**src/rtl/wb_rr_arbiter.sv**
```systemverilog
// wb_rr_arbiter: four-requester round-robin arbiter in front of a single 8-bit
// Wishbone-style master port.
//
// Ports
//   clk, rst                   system clock, synchronous active-high reset
//   req_cs[3:0]                per-requester request (bit n = requester n)
//   req_we[3:0]                per-requester write enable (1 = write)
//   req_addr[31:0]             packed addresses, requester n at [8n+7:8n]
//   req_din[31:0]              packed write data, same packing
//   req_dout[7:0]              shared read data, held until the next successful read
//   req_ack[3:0], req_err[3:0] one-cycle completion / timeout pulses
//   grant[3:0]                 one-hot owner while a cycle is in progress, else 0
//   wb_stbo, wb_adro, wb_rwo,
//   wb_dato                    master strobe, address, direction (1 = write), write data
//   wb_acki, wb_dati           slave acknowledge and read data
//
// Configuration
//   WB_ARB_TIMEOUT_EN  defined: a wait-cycle budget of TIMEOUT is loaded at grant
//                      and an unacknowledged cycle is completed with req_err.
//                      undefined: no timer; BUSY waits for wb_acki indefinitely.
module wb_rr_arbiter #(
  parameter logic [3:0] TIMEOUT = 4'hF
) (
  input  logic        clk,
  input  logic        rst,
  input  logic [3:0]  req_cs,
  input  logic [3:0]  req_we,
  input  logic [31:0] req_addr,
  input  logic [31:0] req_din,
  output logic [7:0]  req_dout,
  output logic [3:0]  req_ack,
  output logic [3:0]  req_err,
  output logic [3:0]  grant,
  output logic        wb_stbo,
  output logic [7:0]  wb_adro,
  output logic        wb_rwo,
  output logic [7:0]  wb_dato,
  input  logic        wb_acki,
  input  logic [7:0]  wb_dati
);

  typedef enum logic [1:0] {StIdle, StBusy, StHold} state_e;

  state_e     state;
  logic [1:0] last;     // most recently served requester
  logic [1:0] winner;   // requester owning the current cycle
  logic [1:0] pick;
  logic       pick_valid;
  logic [1:0] offs;

`ifdef WB_ARB_TIMEOUT_EN
  logic [3:0] timer;
`else
  logic       unused_timeout;
  assign unused_timeout = ^TIMEOUT;
`endif

  // Round-robin search starting at last+1. Walking the offsets from farthest to
  // nearest lets the nearest requesting slot overwrite the others.
  always_comb begin
    pick       = '0;
    pick_valid = 1'b0;
    offs       = '0;
    for (int i = 3; i >= 0; i--) begin
      offs = last + 2'd1 + 2'(i);
      if (req_cs[offs]) begin
        pick       = offs;
        pick_valid = 1'b1;
      end
    end
  end

  always_ff @(posedge clk) begin
    if (rst) begin
      state    <= StIdle;
      wb_stbo  <= 1'b0;
      wb_adro  <= '0;
      wb_rwo   <= 1'b1;
      wb_dato  <= '0;
      req_dout <= '0;
      req_ack  <= '0;
      req_err  <= '0;
      grant    <= '0;
      last     <= 2'd3;
      winner   <= 2'd0;
`ifdef WB_ARB_TIMEOUT_EN
      timer    <= '0;
`endif
    end else begin
      case (state)
        StIdle: begin
          if (pick_valid) begin
            winner  <= pick;
            grant   <= 4'b0001 << pick;
            wb_adro <= req_addr[{pick, 3'b000} +: 8];
            wb_dato <= req_din[{pick, 3'b000} +: 8];
            wb_rwo  <= req_we[pick];
            wb_stbo <= 1'b1;
`ifdef WB_ARB_TIMEOUT_EN
            timer   <= TIMEOUT;
`endif
            state   <= StBusy;
          end
        end
        StBusy: begin
          // An ack always wins over an expiring budget.
          if (wb_acki) begin
            wb_stbo         <= 1'b0;
            grant           <= '0;
            req_ack[winner] <= 1'b1;
            last            <= winner;
            state           <= StHold;
            if (!wb_rwo) begin
              req_dout <= wb_dati;
            end
          end
`ifdef WB_ARB_TIMEOUT_EN
          else if (timer == 4'd0) begin
            wb_stbo         <= 1'b0;
            grant           <= '0;
            req_ack[winner] <= 1'b1;
            req_err[winner] <= 1'b1;
            last            <= winner;
            state           <= StHold;
          end else begin
            timer <= timer - 4'd1;
          end
`endif
        end
        StHold: begin
          // Gap cycle so the served requester can drop req_cs before re-arbitration.
          req_ack <= '0;
          req_err <= '0;
          state   <= StIdle;
        end
        default: state <= StIdle;
      endcase
    end
  end

endmodule

```
**config.mk**
```make
export PLATFORM = sky130hd
export DESIGN_NAME = wb_rr_arbiter
export DESIGN_NICKNAME = d
export VERILOG_FILES = /design/src/rtl/wb_rr_arbiter.sv
export SDC_FILE = /design/constraint.sdc
export NUM_CORES = 1
export LEC_CHECK = 0
export CORE_ASPECT_RATIO = 1.2
export CORE_MARGIN = 2
export CORE_UTILIZATION = 37
export DETAILED_ROUTE_END_ITERATION = 8
export PLACE_DENSITY_LB_ADDON = 0.3
export SETUP_SLACK_MARGIN = 0.3
export SLEW_MARGIN = 0
export SYNTH_ARGS = -nofsm -noshare
export SYNTH_HDL_FRONTEND = slang
export SYNTH_SLANG_ARGS = --single-unit
```
**constraint.sdc**
```tcl
create_clock -name clk -period 1.8 [get_ports clk]
set_input_delay 0.18 -clock clk [delete_from_list [all_inputs] [get_ports clk]]
set_output_delay 0.18 -clock clk [all_outputs]
set_load 0.02 [all_outputs]
```
Word level (Yosys, flattened, before mapping) --
Cells that the tools add are included.
Storage, ports and cells: bits in registers 40, memory bits (read-only) 0, logic and storage cells 71, bits in writable memories 0, memories 0, bits in latches 0
Cells by class: $mul 0, reductions and logical operators 10, divide/modulo/power cells 0, equal/unequal tests 4, bitwise logic cells 2, multiplexer cells 31, add/subtract/negate cells 4, shift operators 3, magnitude comparators 7
Operator list (count):
- indexed part select 32 x 6 -> 8 bit | 2
- less-than comparator 2 x 3 -> 1 bit, second input constant | 6
- one-hot mux 4 bit (2 select lines) | 2
- 2-to-1 mux 1 bit | 12
- 2-to-1 mux 2 bit | 6
- 2-to-1 mux 4 bit | 3
- binary-select mux 1 bit (select 2 bit) | 5
- AND reduction 2 bit | 4
- AND reduction 3 bit | 2
- adder 2 x 1 -> 2 bit, second input constant | 2
- adder 2 bit, second input constant | 2
- inequality test 2 bit, second input constant | 2
- bitwise OR 4 bit | 1
- one-hot mux 2 bit (2 select lines) | 1
- nonzero test 2 bit | 2
- << shifter 1 x 2 -> 4 bit, first input constant | 1
- demux 1 bit (select 2 bit) | 1
- equality test 2 x 1 -> 1 bit, second input constant | 1
- equality test 2 bit, second input constant | 1
- greater-or-equal comparator 2 x 1 -> 1 bit, second input constant | 1
- logical NOT 2 bit | 1
- one-hot mux 1 bit (2 select lines) | 1
- logical AND 1 bit | 1
- inverter 1 bit | 1

Logic depth before layout (Yosys ltp) --
depth in word-level cells 11, mapped depth 7, mapped depth without buffers 5

Worst setup path after synthesis --
OpenSTA, ideal clock, no wires.
path kind register -> register, start point register last[1], end point register wb_dato[1], setup time 0.141 ns, arrival 1.500 ns, cell stages (with the launch flop) 8, path buffers 2, slack 0.159 ns, cells stage by stage dfxtp_1 nand2b_1 a21oi_1 a311oi_2 buf_4 buf_6 mux2i_1 a221oi_1
On the way: longest elaborated chain between the ends 9, elaborated cells on any way between the ends 22
Ends and longest elaborated chain:
- start, declared | line 45 | logic [1:0] last;
- start signal, assigned | line 111 | last <= winner;
- adder 2 x 1 -> 2 bit (*) | line 65 | offs = last + 2'd1 + 2'(i);
- adder 2 bit | line 65
- binary-select mux 1 bit (select 2 bit) | line 66 | if (req_cs[offs]) begin
- 2-to-1 mux 1 bit (not written as such) | line 66
- 2-to-1 mux 2 bit / 2-to-1 mux 1 bit (equally long branches) (4 in a row) | line 66
- indexed part select 32 x 6 -> 8 bit / AND reduction 2 bit (equally long branches)
- end signal, assigned | line 96 | wb_dato <= req_din[{pick, 3'b000} +: 8];
- end, declared | line 37 | output logic [7:0] wb_dato,
Mark *: on every way between the ends. The rest lies on a longest branch, timed or not. The select of a mux whose other input is x is not followed. A chain may end at the register's enable or synchronous reset.

Worst setup path after layout --
start point register last[1], end point register wb_dato[0]
Same word-level chain as after synthesis.

==> flow_summary.yaml <==
worst_setup_path:
  r2r-start: "last[1]"
  setup.worst_path.end_class: "flip-flop"
  setup.worst_path.end: "wb_dato[0]"
  worst_r2r_endpoint: "wb_dato[0]"
  timing_worst_setup_path_type: "flip-flop to flip-flop"
  r2r_cells: 7
  critical_path_required_ps: 1980
  timing.critical_path.fanout_max: 7
  timing.critical_path.from_type: "flip-flop"
  flop2flop_setup_slack_ps: 70
  worstPathArrival_ps: 1900
  worstSetupStartpoint: "last[1]"
power_and_ir_drop:
  total_power_mw: 2.900
  static-leakage-power_nw: 1.583
  power_per_cell_area_nw_per_um2: 751.2
  peakVddDrop_mv: 0.4814
timing:
  setup_viol: 0
  fin_hold_ws_ps: 420.7
  normalized_max_slew_margin_pct: 65.58
  clock.fmax_mhz: 579.3
  period_share_pct: 95.90
  worst_slew_pin_slew_ps: 511.6
  fin_crit_ps: 1726
  setup_repair_after_global_routing_missed_its_margin: "yes"
  finalHoldViolations: 0
  report.final.slew_viol_count: 0
  fin_skew_ps: 6.421
detailed_routing:
  avg_vias_per_cell: 5.344
  drt_first_iter_violations: 164
  drt_pre_antenna_iters: 4
  per_cell_routed_wire_length_um: 16.59
  detail_route.wirelength_um: 6935
  ant_nets: 0
  remaining_drc_errors: 0
  vias: 2234
clock_tree:
  cts_buffer_depth: 2
  clk_lat_worst_skew_ps: 300
  cts_hold_buf: 0
  clkSlewWorstSetupHoldPaths_ps: 90
  cts_htree_levels: 2
  tritoncts: "yes"
  cts_num_sinks: 40
  ctsRootBufferMaster: "sky130_fd_sc_hd__clkbuf_8"
  cts_made_buffers: 5
logic_synthesis:
  post_synth.cell_area_avg_um2: 9.208
  syn-instance-count: 217
  post_synth_instance_area_um2: 1998
  synth.lib_cells_used.distinct: 37
  synth-seq-area-share_pct: 40.08
  synth-edff-count: 0
  synthesis.yosys.warnings: 0
  synth_seq_cells: 40
  synth-main-ff-cell: "sky130_fd_sc_hd__dfxtp_1"
  asyncSetResetFlopFracSynth_pct: 0
place:
  numPlacedInstances: 404
  place.port_buffers: 116
  detailedPlacementHpwl_um: 4657
  gp_congestion: 0.7850
run_status:
  outcome: "finished, final reports clean"
layout:
  fin_nets: 438
  instances_no_fill: 418
  antenna-diode-count: 0
  layout_area_growth_over_synthesis_pct: 93.24
  drive_above_1_share_pct: 20.22
hold_path:
  timing.hold.worst.class: "primary input to flip-flop"
global_routing:
  grt_overflow_total: 0
  grt_pass1_wl_um: 11100
  first_global_vias: 2344
  antenna_found_initial: 0
  grt_max_degree: 38
  gr-usage-all-layers_pct: 23.30
die:
  dieWidth_um: 71.09
  floorplan.core_area_um2: 5261
  effective_utilization_at_floorplan_pct: 37.98
  fp.dieH_um: 84.50
  floorplan.die_area_um2: 6007
  fp-row-count: 29
  ioPinCount: 121
flow_run:
  timing.max_cap.violations: 0
[registers in the layout (all words and copies together), names as in the netlist]
signal,flops
wb_adro,8
wb_dato,8
wb_stbo,1
last,2
state,2
req_ack,4
req_dout,8
winner,2
wb_rwo,1
grant,4
[how the worst min path moves through the flow]
stage / startpoint / endpoint / depth (start not counted)
after floorplan: wb_dati[0] / req_dout[0] / 2
after global placement: grant[3] / grant[3] / 2
after detailed placement: wb_stbo / wb_stbo / 2
after CTS: wb_dati[2] / req_dout[2] / 3
after global routing: wb_dati[3] / req_dout[3] / 3
final: wb_dati[2] / req_dout[2] / 3
[per-layer routing]
| metal | global-route usage [%] | wire [µm] | up-vias |
|---|---|---|---|
| met3 | 6.963 | 480 | 20 |
| met2 | 41.21 | 3719 | 86 |
| met4 | 9.091 | 219 | 0 |
| met1 | 25.93 | 2516 | 1048 |
| li1 | - | - | 1080 |
| met5 | 0 | 0 | - |
[where the power goes]
| group | total [mW] | internal [mW] | switching (mW) |
|---|---|---|---|
| Clock | 0.768 | 0.418 | 0.350 |
| Combinational | 1.12 | 0.630 | 0.485 |
| Sequential | 1.02 | 0.966 | 0.0515 |
| Total | 2.90 | 2.01 | 0.887 |
[layout make-up]
class	instances	area (µm²)
Timing Repair Buffer	147	1548
Multi-Input combinational cell	156	1294
Inverter	5	18.77
Tap cell	62	77.57
Sequential cell	40	807.0
Fill cell	405	1400
Clock buffer	5	68.82
Clock inverter	3	47.55
[through the flow]
step	worst slack [ps]	util [%]	instance area (µm²)	setup TNS (ps)
detailed placement	-266.8	64.68	3403	-4202
global route	-1.813	73.39	3861	-1.813
finish	73.75	73.39	3861	0
floorplan	228.2	-	2036	0
global placement	-259.2	64.68	3403	-3386
CTS	98.66	71.06	3739	0
[worst max-delay path, cell delays in order (launching register included)]
cell and delay [ps]:
sky130_fd_sc_hd__dfxtp_4 380, sky130_fd_sc_hd__nand2b_4 130, sky130_fd_sc_hd__a21oi_4 50, sky130_fd_sc_hd__a311oi_4 310, sky130_fd_sc_hd__buf_6 210, sky130_fd_sc_hd__buf_12 170
sky130_fd_sc_hd__mux2i_2 260, sky130_fd_sc_hd__a221oi_2 90
[cell families after synthesis]
family	share of synthesized area (%)
other	0.1877
buffers and inverters	6.137
AO/OA/AOI/OAI	26.17
flip-flops	40.08
AND/OR/NAND/NOR	10.90
multiplexers	16.53
[cells in the final DEF, fill, tap and decap left out, types with 3 or more instances in the layout]
| master | count |
|---|---|
| sky130_fd_sc_hd__dlygate4sd2_1 | 3 |
| sky130_fd_sc_hd__mux2i_4 | 5 |
| sky130_fd_sc_hd__buf_4 | 20 |
| sky130_fd_sc_hd__conb_1 | 4 |
| sky130_fd_sc_hd__o21ai_0 | 8 |
| sky130_fd_sc_hd__dfxtp_1 | 37 |
| sky130_fd_sc_hd__a221oi_2 | 7 |
| sky130_fd_sc_hd__o21bai_1 | 17 |
| sky130_fd_sc_hd__mux2i_2 | 6 |
| sky130_fd_sc_hd__a221oi_1 | 9 |
| sky130_fd_sc_hd__nand2_1 | 12 |
| sky130_fd_sc_hd__mux2i_1 | 22 |
| sky130_fd_sc_hd__inv_1 | 5 |
| sky130_fd_sc_hd__clkbuf_8 | 5 |
| sky130_fd_sc_hd__nor2_1 | 17 |
| sky130_fd_sc_hd__buf_12 | 5 |
| sky130_fd_sc_hd__a21oi_4 | 3 |
| sky130_fd_sc_hd__clkdlybuf4s50_1 | 111 |
| sky130_fd_sc_hd__a21oi_1 | 17 |
[synthesized netlist by cell type, types with 2 or more instances]
| library cell | count | area share (%) |
|---|---|---|
| sky130_fd_sc_hd__nand2b_1 | 4 | 1.3 |
| sky130_fd_sc_hd__a221oi_1 | 16 | 7.0 |
| sky130_fd_sc_hd__o21bai_1 | 17 | 6.4 |
| sky130_fd_sc_hd__a211o_1 | 2 | 0.88 |
| sky130_fd_sc_hd__o21ai_0 | 8 | 2.0 |
| sky130_fd_sc_hd__buf_2 | 5 | 1.3 |
| sky130_fd_sc_hd__clkbuf_1 | 7 | 1.3 |
| sky130_fd_sc_hd__inv_1 | 5 | 0.94 |
| sky130_fd_sc_hd__a32oi_1 | 2 | 0.88 |
| sky130_fd_sc_hd__mux2i_1 | 33 | 17 |
| sky130_fd_sc_hd__nor2_1 | 17 | 3.2 |
| sky130_fd_sc_hd__a21oi_1 | 19 | 4.8 |
| sky130_fd_sc_hd__nand3_1 | 2 | 0.50 |
| sky130_fd_sc_hd__buf_4 | 5 | 1.9 |
| sky130_fd_sc_hd__nand2_1 | 13 | 2.4 |
| sky130_fd_sc_hd__nor3_1 | 2 | 0.50 |
| sky130_fd_sc_hd__dfxtp_1 | 40 | 40 |
[timing repair]
action | 4_1_cts | 5_1_grt
gates resized for setup | 29 | 18
setup buffers | 2 | 0
pin swaps | 13 | 8
endpoints found under the setup margin | 22 | 25
gates cloned | 3 | 1
(Power assumes the default switching activity.)
